==> config.mk <==
export PLATFORM = sky130hd
export DESIGN_NAME = match_ctrl_flat
export DESIGN_NICKNAME = d
export VERILOG_FILES = /design/src/rtl/match_pkg.sv /design/src/rtl/match_ctrl_if.sv /design/src/rtl/match_ctrl_sec_tick.sv /design/src/rtl/match_ctrl.sv /design/src/flat_wrapper.sv
export SDC_FILE = /design/constraint.sdc
export NUM_CORES = 1
export LEC_CHECK = 0
export BUFFER_PORTS_ARGS = -buffer_cell sky130_fd_sc_hd__buf_2
export CAP_MARGIN = 25
export CORE_MARGIN = 10
export CORE_UTILIZATION = 45
export CTS_BUF_LIST = sky130_fd_sc_hd__clkbuf_16
export DETAILED_ROUTE_END_ITERATION = 12
export GPL_ROUTABILITY_DRIVEN = 0
export PLACE_DENSITY_LB_ADDON = 0.12
export SYNTH_ARGS = -nofsm -noshare
export SYNTH_HDL_FRONTEND = slang
export SYNTH_SLANG_ARGS = --single-unit
==> constraint.sdc <==
create_clock -name clk -period 3.8 [get_ports clk]
set_input_delay 0.76 -clock clk [delete_from_list [all_inputs] [get_ports clk]]
set_output_delay 0.76 -clock clk [all_outputs]
set_load 0.005 [all_outputs]
==> src/rtl/match_pkg.sv <==
// Shared types and constants for the match controller: FSM state encoding,
// game-core finish codes and round limits.
// Combinational only; no flow control.
package match_pkg;

    typedef enum logic [2:0] {
        IDLE       = 3'd0,
        PREP       = 3'd1,
        FIGHT      = 3'd2,
        ROUND_END  = 3'd3,
        MATCH_OVER = 3'd4
    } state_t;

    // Finish codes from the game core; match_winner reuses the same encoding.
    localparam logic [1:0] FIN_NONE = 2'b00;
    localparam logic [1:0] FIN_P1   = 2'b01;
    localparam logic [1:0] FIN_P2   = 2'b11;

    localparam logic [3:0] ROUND_MAX = 4'd15;

    // The unused code 10 carries no result and is folded onto "still running".
    function automatic logic [1:0] norm_finish(input logic [1:0] raw);
        return (raw == 2'b10) ? FIN_NONE : raw;
    endfunction

endpackage

==> src/rtl/match_ctrl_if.sv <==
// Bundle between the match controller and its surroundings (button, game core, HUD).
// Pure wiring, no latency.
// No backpressure: all signals are levels sampled every cycle.
interface match_ctrl_if;
    import match_pkg::*;

    logic       start_btn;
    logic [1:0] finish;
    logic [3:0] p1_health;
    logic [3:0] p2_health;
    logic       game_reset_n;
    logic [2:0] state;
    logic [3:0] round_num;
    logic [1:0] p1_rounds;
    logic [1:0] p2_rounds;
    logic [1:0] match_winner;
    logic [6:0] time_left;

    // Drives the controller: button and game core side.
    modport master (
        output start_btn, finish, p1_health, p2_health,
        input  game_reset_n, state, round_num, p1_rounds, p2_rounds,
               match_winner, time_left
    );

    // The match controller itself.
    modport slave (
        input  start_btn, finish, p1_health, p2_health,
        output game_reset_n, state, round_num, p1_rounds, p2_rounds,
               match_winner, time_left
    );

endinterface

==> src/rtl/match_ctrl_sec_tick.sv <==
// One-second tick generator: prescaler over CLK_HZ clock cycles.
// Pulse is high for one cycle every CLK_HZ cycles, the last cycle of each period.
// No backpressure; clr restarts the period so the first pulse lands CLK_HZ cycles later.
module sec_tick_gen #(
    parameter int CLK_HZ = 100_000_000
) (
    input  logic clk,
    input  logic reset,
    input  logic clr,
    output logic tick
);

    localparam int CNT_W = (CLK_HZ > 1) ? $clog2(CLK_HZ) : 1;
    localparam logic [CNT_W-1:0] CNT_LAST = CNT_W'(CLK_HZ - 1);

    logic [CNT_W-1:0] cnt;

    // Prescaler: wraps at CLK_HZ-1, restarts on reset or clear.
    always_ff @(posedge clk) begin
        if (!reset || clr) begin
            cnt <= '0;
        end else if (cnt == CNT_LAST) begin
            cnt <= '0;
        end else begin
            cnt <= cnt + CNT_W'(1);
        end
    end

    assign tick = (cnt == CNT_LAST);

endmodule

==> src/rtl/match_ctrl.sv <==
// Match sequencer for a two-player fighting game: start, prep, fight, round end, match over.
// All outputs registered; state changes one cycle after the triggering input or 1 s tick.
// No backpressure. Optional round timer with health tiebreak under macro ROUND_TIMER_EN.
module match_ctrl
    import match_pkg::*;
#(
    parameter int ROUNDS_TO_WIN  = 2,
    parameter int CLK_HZ         = 100_000_000,
    parameter int INTERMISSION_S = 3,
    parameter int ROUND_TIME_S   = 60
) (
    input  logic         clk,
    input  logic         reset,
    match_ctrl_if.slave  bus
);

    localparam int SEC_W = (INTERMISSION_S > 1) ? $clog2(INTERMISSION_S) : 1;
    localparam logic [SEC_W-1:0] SEC_LAST   = SEC_W'(INTERMISSION_S - 1);
    localparam logic [1:0]       WIN_TARGET = 2'(ROUNDS_TO_WIN);

    state_t           state_q;
    logic             start_prev;
    logic [3:0]       round_q;
    logic [1:0]       p1_q;
    logic [1:0]       p2_q;
    logic [1:0]       winner_q;
    logic             game_rst_q;
    logic             draw_q;
    logic [SEC_W-1:0] sec_cnt;

    logic             tick;
    logic             start_rise;
    logic             inter_done;
    logic [1:0]       fin;
    logic             round_over;
    logic             p1_win;
    logic             p2_win;
    logic             leave;

    assign start_rise = bus.start_btn & ~start_prev;
    assign inter_done = tick && (sec_cnt == SEC_LAST);
    assign fin        = norm_finish(bus.finish);

`ifdef ROUND_TIMER_EN
    logic [6:0] time_q;
    logic       timeout;

    // The tick that takes the clock from 1 to 0 ends the round.
    assign timeout    = (state_q == FIGHT) && tick && (time_q == 7'd1);
    assign round_over = (fin != FIN_NONE) || timeout;

    // Round clock: loaded when the fight starts, counts down on each tick, holds otherwise.
    always_ff @(posedge clk) begin
        if (!reset) begin
            time_q <= '0;
        end else if (state_q == PREP && inter_done) begin
            time_q <= 7'(ROUND_TIME_S);
        end else if (state_q == FIGHT && tick && time_q != 7'd0) begin
            time_q <= time_q - 7'd1;
        end
    end

    assign bus.time_left = time_q;
`else
    assign round_over    = (fin != FIN_NONE);
    assign bus.time_left = 7'd0;
`endif

    // Round result: an explicit finish wins over a simultaneous timeout; equal health is a draw.
    always_comb begin
        p1_win = (fin == FIN_P1);
        p2_win = (fin == FIN_P2);
`ifdef ROUND_TIMER_EN
        if (fin == FIN_NONE && timeout) begin
            p1_win = (bus.p1_health > bus.p2_health);
            p2_win = (bus.p2_health > bus.p1_health);
        end
`endif
    end

    // Exit condition of the current state; also restarts the tick and second counters.
    always_comb begin
        leave = 1'b0;
        case (state_q)
            IDLE, MATCH_OVER: leave = start_rise;
            PREP, ROUND_END:  leave = inter_done;
            FIGHT:            leave = round_over;
            default:          leave = 1'b1;
        endcase
    end

    sec_tick_gen #(
        .CLK_HZ (CLK_HZ)
    ) u_tick (
        .clk   (clk),
        .reset (reset),
        .clr   (leave),
        .tick  (tick)
    );

    // Whole seconds spent in the intermission states, cleared on every state entry.
    always_ff @(posedge clk) begin
        if (!reset || leave) begin
            sec_cnt <= '0;
        end else if (tick && (state_q == PREP || state_q == ROUND_END)) begin
            sec_cnt <= sec_cnt + SEC_W'(1);
        end
    end

    // Match FSM with registered score, round and game-core reset outputs.
    always_ff @(posedge clk) begin
        if (!reset) begin
            state_q    <= IDLE;
            start_prev <= 1'b1;
            round_q    <= '0;
            p1_q       <= '0;
            p2_q       <= '0;
            winner_q   <= FIN_NONE;
            game_rst_q <= 1'b0;
            draw_q     <= 1'b0;
        end else begin
            start_prev <= bus.start_btn;
            case (state_q)
                IDLE, MATCH_OVER: begin
                    if (start_rise) begin
                        state_q    <= PREP;
                        round_q    <= 4'd1;
                        p1_q       <= '0;
                        p2_q       <= '0;
                        winner_q   <= FIN_NONE;
                        draw_q     <= 1'b0;
                        game_rst_q <= 1'b0;
                    end
                end
                PREP: begin
                    if (inter_done) begin
                        state_q    <= FIGHT;
                        game_rst_q <= 1'b1;
                    end
                end
                FIGHT: begin
                    // Leaving FIGHT here guarantees a single score update per round.
                    if (round_over) begin
                        state_q <= ROUND_END;
                        draw_q  <= !p1_win && !p2_win;
                        if (p1_win) p1_q <= p1_q + 2'd1;
                        if (p2_win) p2_q <= p2_q + 2'd1;
                    end
                end
                ROUND_END: begin
                    if (inter_done) begin
                        if (p1_q == WIN_TARGET) begin
                            state_q  <= MATCH_OVER;
                            winner_q <= FIN_P1;
                        end else if (p2_q == WIN_TARGET) begin
                            state_q  <= MATCH_OVER;
                            winner_q <= FIN_P2;
                        end else begin
                            // Game core is held in reset again while the next round is prepared.
                            state_q    <= PREP;
                            game_rst_q <= 1'b0;
                            if (!draw_q && round_q != ROUND_MAX) begin
                                round_q <= round_q + 4'd1;
                            end
                        end
                    end
                end
                default: begin
                    state_q    <= IDLE;
                    game_rst_q <= 1'b0;
                end
            endcase
        end
    end

    assign bus.state        = state_q;
    assign bus.game_reset_n = game_rst_q;
    assign bus.round_num    = round_q;
    assign bus.p1_rounds    = p1_q;
    assign bus.p2_rounds    = p2_q;
    assign bus.match_winner = winner_q;

endmodule

==> src/flat_wrapper.sv <==
// flat-port wrapper written by rule: the top's interface ports become plain ports
module match_ctrl_flat import match_pkg::*;
#(
    parameter int ROUNDS_TO_WIN  = 2,
    parameter int CLK_HZ         = 100_000_000,
    parameter int INTERMISSION_S = 3,
    parameter int ROUND_TIME_S   = 60
)
  (clk, reset, bus_start_btn, bus_finish, bus_p1_health, bus_p2_health, bus_game_reset_n, bus_state, bus_round_num, bus_p1_rounds, bus_p2_rounds, bus_match_winner, bus_time_left);
  match_ctrl_if bus_i ();
  input  logic clk;
  input  logic reset;
  input wire logic [$bits(bus_i.start_btn)-1:0] bus_start_btn;
  input wire logic [$bits(bus_i.finish)-1:0] bus_finish;
  input wire logic [$bits(bus_i.p1_health)-1:0] bus_p1_health;
  input wire logic [$bits(bus_i.p2_health)-1:0] bus_p2_health;
  output wire logic [$bits(bus_i.game_reset_n)-1:0] bus_game_reset_n;
  output wire logic [$bits(bus_i.state)-1:0] bus_state;
  output wire logic [$bits(bus_i.round_num)-1:0] bus_round_num;
  output wire logic [$bits(bus_i.p1_rounds)-1:0] bus_p1_rounds;
  output wire logic [$bits(bus_i.p2_rounds)-1:0] bus_p2_rounds;
  output wire logic [$bits(bus_i.match_winner)-1:0] bus_match_winner;
  output wire logic [$bits(bus_i.time_left)-1:0] bus_time_left;
  assign bus_i.start_btn = bus_start_btn;
  assign bus_i.finish = bus_finish;
  assign bus_i.p1_health = bus_p1_health;
  assign bus_i.p2_health = bus_p2_health;
  assign bus_game_reset_n = bus_i.game_reset_n;
  assign bus_state = bus_i.state;
  assign bus_round_num = bus_i.round_num;
  assign bus_p1_rounds = bus_i.p1_rounds;
  assign bus_p2_rounds = bus_i.p2_rounds;
  assign bus_match_winner = bus_i.match_winner;
  assign bus_time_left = bus_i.time_left;
  match_ctrl #(.ROUNDS_TO_WIN(ROUNDS_TO_WIN), .CLK_HZ(CLK_HZ), .INTERMISSION_S(INTERMISSION_S), .ROUND_TIME_S(ROUND_TIME_S)) u_core (.clk(clk), .reset(reset), .bus(bus_i));
endmodule
Yosys cells after proc, flatten, opt, wreduce, memory -nomap -nowiden
Cells that the tools add are included.

Reduce and logical (&&, ||, !) cells: 24. Equal/unequal tests: 22. Add/sub/neg operators: 5. Multiplexer cells: 34. Bitwise gates (word level): 3.

Operator list (number): $add A27 B1 Y27 const B (1); $eq A27 B27 Y1 const B (1); $mux W4 (5); $mux W2 (9); $mux W3 (6); $reduce_and A4 Y1 (4); $ne A2 B1 Y1 const B (6); $pmux W2 S2 (3); $pmux W3 S4 (1); $reduce_and A6 Y1 (2); $eq A2 B2 Y1 const B (5); $pmux W4 S2 (1); $add A2 B1 Y2 const B (3); $eq A3 B2 Y1 const B (2); $mux W1 (6); $ne A2 B2 Y1 const B (3); $reduce_bool A2 Y1 (3); $reduce_or A2 Y1 (3); $add A4 B1 Y4 const B (1); $logic_and A1 B1 Y1 (4); $logic_not A1 Y1 (4); $ne A4 B4 Y1 const B (1); $pmux W1 S4 (1); $eq A3 B1 Y1 const B (1); other kinds (10) (12).

Logic and storage cells: 98. Flip-flop bits (word level): 45. Output and inout port bits: 21. Input bits: 13.

Logic depth before layout (Yosys ltp)
Depth after elaboration: 7. Gate-level depth with buffers: 9. Depth with buffers taken out: 7.

Cells and area by module
From an unflattened synthesis, not the netlist that was laid out.

Cells, all modules: 282. Area total of the unflattened synthesis: 2398.6 µm².

By module, submodules not included: sec_tick_gen (times used 1, cells an instance 156, area each 1348.8 µm², sequential area each 540.5 µm²); match_ctrl (times used 1, cells an instance 126, area each 1049.8 µm², sequential area each 360.3 µm²).

Worst setup path before layout
OpenSTA, ideal clock, no wires.

Path kind: input to register. From: input bus_start_btn. To: register u_core.u_tick.cnt[10]. Stages on the path: 7. Path buffers: 2. Path slack: 1.893 ns. Arrival time: 1.843 ns. Library setup time: 0.064 ns. Data required time: 3.736 ns. Cell sequence: nor2b_4 -> nor3_1 -> o21ai_1 -> or2_1 -> buf_6 -> buf_6 -> nor2_1.

Longest elaborated chain between the ends: 4.

Ends and longest elaborated chain: start, declared (line flat_wrapper.sv:13) `input wire logic [$bits(bus_i.start_btn)-1:0] bus_start_btn;`; $and A1 B1 Y1 (line match_ctrl.sv:40) `assign start_rise = bus.start_btn & ~start_prev;`; $pmux W1 S3 (line match_ctrl.sv:84) `case (state_q)`; $logic_or A1 B1 Y1 (line match_ctrl_sec_tick.sv:20) `if (!reset || clr) begin`; $reduce_or A2 Y1 (no line); end signal, assigned (line match_ctrl_sec_tick.sv:25) `cnt <= cnt + CNT_W'(1);`; end, declared (line match_ctrl_sec_tick.sv:16) `logic [CNT_W-1:0] cnt;`.

No other way between the ends. A chain may end at the register's enable or synchronous reset.

Final worst setup path
From: register u_core.u_tick.cnt[0]. To: register u_core.u_tick.cnt[11].

Longest elaborated chain between the ends: 5. Elaborated cells between the ends (all ways): 6. Classes of those cells: add/sub: 1; eq/ne: 1; mux: 1; reduce/logical: 3.

Ends and longest elaborated chain: branches (longest 5 deep; another with $add A27 B1 Y27).

Parallel ways; which one is timed is not known.

==> impl_metrics.env <==
export IMPL_drive_gt1_share_pct=15.4
export IMPL_num_nets_final=302
export IMPL_grt_max_degree=28
export IMPL_pwr_share_seq_pct=51.4
export IMPL_hpwlAfterDp_mm=3.47
export IMPL_holdPathStages=1
export IMPL_cts_sinks=45
export IMPL_cellPowerDensity_mw_per_mm2=354
export IMPL_critPathCaptureType="register"
export IMPL_ir_drop_mv=0.252
export IMPL_status="completed"
export IMPL_dp_slack_ns=1.27
export IMPL_rows=26
export IMPL_worst_setup_path_type="reg -> reg"
export IMPL_maxCapViolations=0
export IMPL_avgViaCountPerCell=5.08
export IMPL_ys_seq_elements=45
export IMPL_reg2reg_depth=6
export IMPL_multiInputGateArea_mm2=0.00140
export IMPL_synthesis_instances=269
export IMPL_cp_arrival_ns=2.64
export IMPL_r2r_end="u_core.u_tick.cnt[11]"
export IMPL_yosys_warnings=0
export IMPL_combPwrFrac_pct=4.0
export IMPL_synth_distinct_cells=50
export IMPL_routed_wirelength_mm=4.77
export IMPL_slew_violations=0
export IMPL_core_area_mm2=0.00520
export IMPL_hold_slack_ns=0.468
export IMPL_dieArea_mm2=0.00880
export IMPL_cp_required_ns=3.94
export IMPL_final_cell_mix="nor2_1, dfxtp_1, nand2_1"
export IMPL_drc=0
export IMPL_hp_class="reg -> reg"
export IMPL_synthFlopType="dfxtp_1"
export IMPL_first_pass_iters=4
export IMPL_regToRegSetupSlack_ns=1.29
export IMPL_p_sw_share_pct=22.5
export IMPL_worst_pin_slew_ns=0.954
export IMPL_portBuffers=18
export IMPL_finalSetupViolations=0
export IMPL_antenna_found_initial=0
export IMPL_min_period_ns=2.51
export IMPL_via_count=1805
export IMPL_grt_remaining_overflow=0
export IMPL_synth_top_area_cell="dfxtp_1"
export IMPL_synthTopCellsByArea="dfxtp_1, nor2_1, xor2_1, nor4_4, xnor2_1"
export IMPL_ios=34
export IMPL_min_to="u_core.u_tick.cnt[0]"
export IMPL_post_synth_top_area_fraction_pct=36.8
export IMPL_slew_headroom_pct=36.4
export IMPL_cts_tree="done"
export IMPL_track_usage_pct=11.6
export IMPL_synthArstFlopShare_pct=0
export IMPL_htreeDepth=2
export IMPL_power_leakage_nw=1.08
export IMPL_cp_startpoint="u_core.u_tick.cnt[0]"
export IMPL_synth_edf_count=0
export IMPL_ant_nets=0
export IMPL_max_freq_mhz=399
export IMPL_seqCellArea_um2=901
export IMPL_worstPathMaxFanout=27
export IMPL_n_antenna_cell=0
export IMPL_rsz0062_at_grt="no"
export IMPL_p_int_uw=727
export IMPL_numCtsBuffers=5
export IMPL_clk_pin_slew_ns=0.06
export IMPL_area_growth_pct=8.22
export IMPL_syn_cell_area_mm2=0.00245
export IMPL_n_fill_cell=513
export IMPL_timing_final_ws_setup_ns=1.29
export IMPL_ys_seq_area_share_pct=36.8
export IMPL_dieHeight_um=93.8
export IMPL_period_share_pct=66.0
export IMPL_tns_ns=0
export IMPL_wire_per_inst_um=13.4
export IMPL_switching_power_uw=211
export IMPL_dieWidth_um=93.8
export IMPL_holdCritStartpoint="u_core.u_tick.cnt[0]"
export IMPL_postCtsResizedCells=0
export IMPL_clock_root_buffer="clkbuf_16"
export IMPL_clockBufferDepth=2
export IMPL_finalHoldViolCount=0
export IMPL_r2r_start="u_core.u_tick.cnt[0]"
export IMPL_fin_skew_ns=0.00552
export IMPL_ctsHoldBuffers=0
export IMPL_clk_latency_ns=0.29
export IMPL_post_cts_setup_buffers=0
export IMPL_startpoint_type="register"
export IMPL_drt_iter0_drc=66
export IMPL_grt_pass1_vias=1761
export IMPL_clkPwrFrac_pct=44.6
export IMPL_start_util_pct=47.1
export IMPL_dp_cells=347
export IMPL_final_cells=355
export IMPL_grt_pass1_wl_mm=8.36
export IMPL_final_common_cell="nor2_1"
export IMPL_syn_mean_instance_area_um2=9.11
logic make-up (layout without fill, tap and decap cells):
group	count (synthesis)	in the layout	synth area share, %
compound gates	23	23	5.82
xor+xnor	26	26	9.30
other cells	1	7	0.153
flops	45	45	36.8
mux	4	4	1.69
fa+ha+maj	5	5	2.55
simple gates	141	141	36.8
buf+inv	24	34	6.89
cells in the mapped netlist, drive strengths merged, types with 2 or more instances:
master / number
buf: 14
nor3: 8
nor2: 47
and3: 7
dfxtp: 45
nand2b: 4
o21ai: 4
mux2i: 3
a21o: 2
ha: 5
nand4b: 2
and4: 4
nor3b: 3
clkbuf: 2
inv: 8
nor2b: 5
xnor2: 9
nand2: 21
a21oi: 11
nor4: 7
nand4: 12
and2: 2
nand3: 12
or2: 2
and3b: 2
xor2: 17
through the flow:
step	utilization, %	power, mW	instance area [um^2]
after global placement	48.2	0.529	2510
after detailed placement	48.2	0.530	2510
after floorplan	-	0.529	2470
final	50.9	0.938	2650
after CTS	50.9	0.947	2650
after global routing	50.9	0.975	2650
worst max-delay path by stage:
stage | end | slack [ns]
after floorplan | u_core.u_tick.cnt[10] | 1.89
after global placement | u_core.u_tick.cnt[24] | 1.27
after detailed placement | u_core.u_tick.cnt[11] | 1.27
after CTS | u_core.u_tick.cnt[13] | 1.25
after global routing | u_core.u_tick.cnt[26] | 0.94
final | u_core.u_tick.cnt[11] | 1.29
flip-flops by register name, summed over array words and instances (netlist names):
signal                   flops
u_core.u_tick.cnt           27
u_core.bus.round_num         4
u_core.bus.state             3
u_core.bus.match_winner      2
u_core.bus.p1_rounds         2
u_core.bus.p2_rounds         2
u_core.sec_cnt               2
u_core.bus.game_reset_n      1
u_core.draw_q                1
u_core.start_prev            1
routing by layer:
layer	part of all wire (%)	vias to the layer above	track usage [%]	wire (um)
li1	-	939	-	-
met5	0	-	0	0
met4	1.3	0	3.92	64
met3	3.9	6	4.00	185
met1	50	844	15.1	2380
met2	45	16	17.3	2140
critical path, cell delays in order, from the launching register on:
cell	delay [ns]
dfxtp_1	0.37
ha_1	0.22
and4_1	0.51
nand4_4	0.21
nor3_1	0.19
or2_1	0.76
nor2_1	0.11
cell type report:
| type | instances | share of cell area [%] |
|---|---|---|
| multi-input cells | 206 | 52.9 |
| flip-flops and latches | 45 | 34.0 |
| clock buffers | 5 | 4.72 |
| repair buffers | 18 | 3.40 |
| well taps | 70 | 3.30 |
| inverters | 8 | 1.13 |
| clock inverters | 3 | 0.566 |
power groups by stage:
stage / Clock (mW) / Combinational, mW / Sequential [mW]
2_1_floorplan: 0 / 0.0376 / 0.491
3_3_place_gp: 0 / 0.0366 / 0.492
3_5_place_dp: 0 / 0.0375 / 0.492
4_1_cts: 0.428 / 0.0376 / 0.482
5_1_grt: 0.450 / 0.0428 / 0.482
6_report: 0.418 / 0.0373 / 0.482
Power figures use the tool's default switching activity.
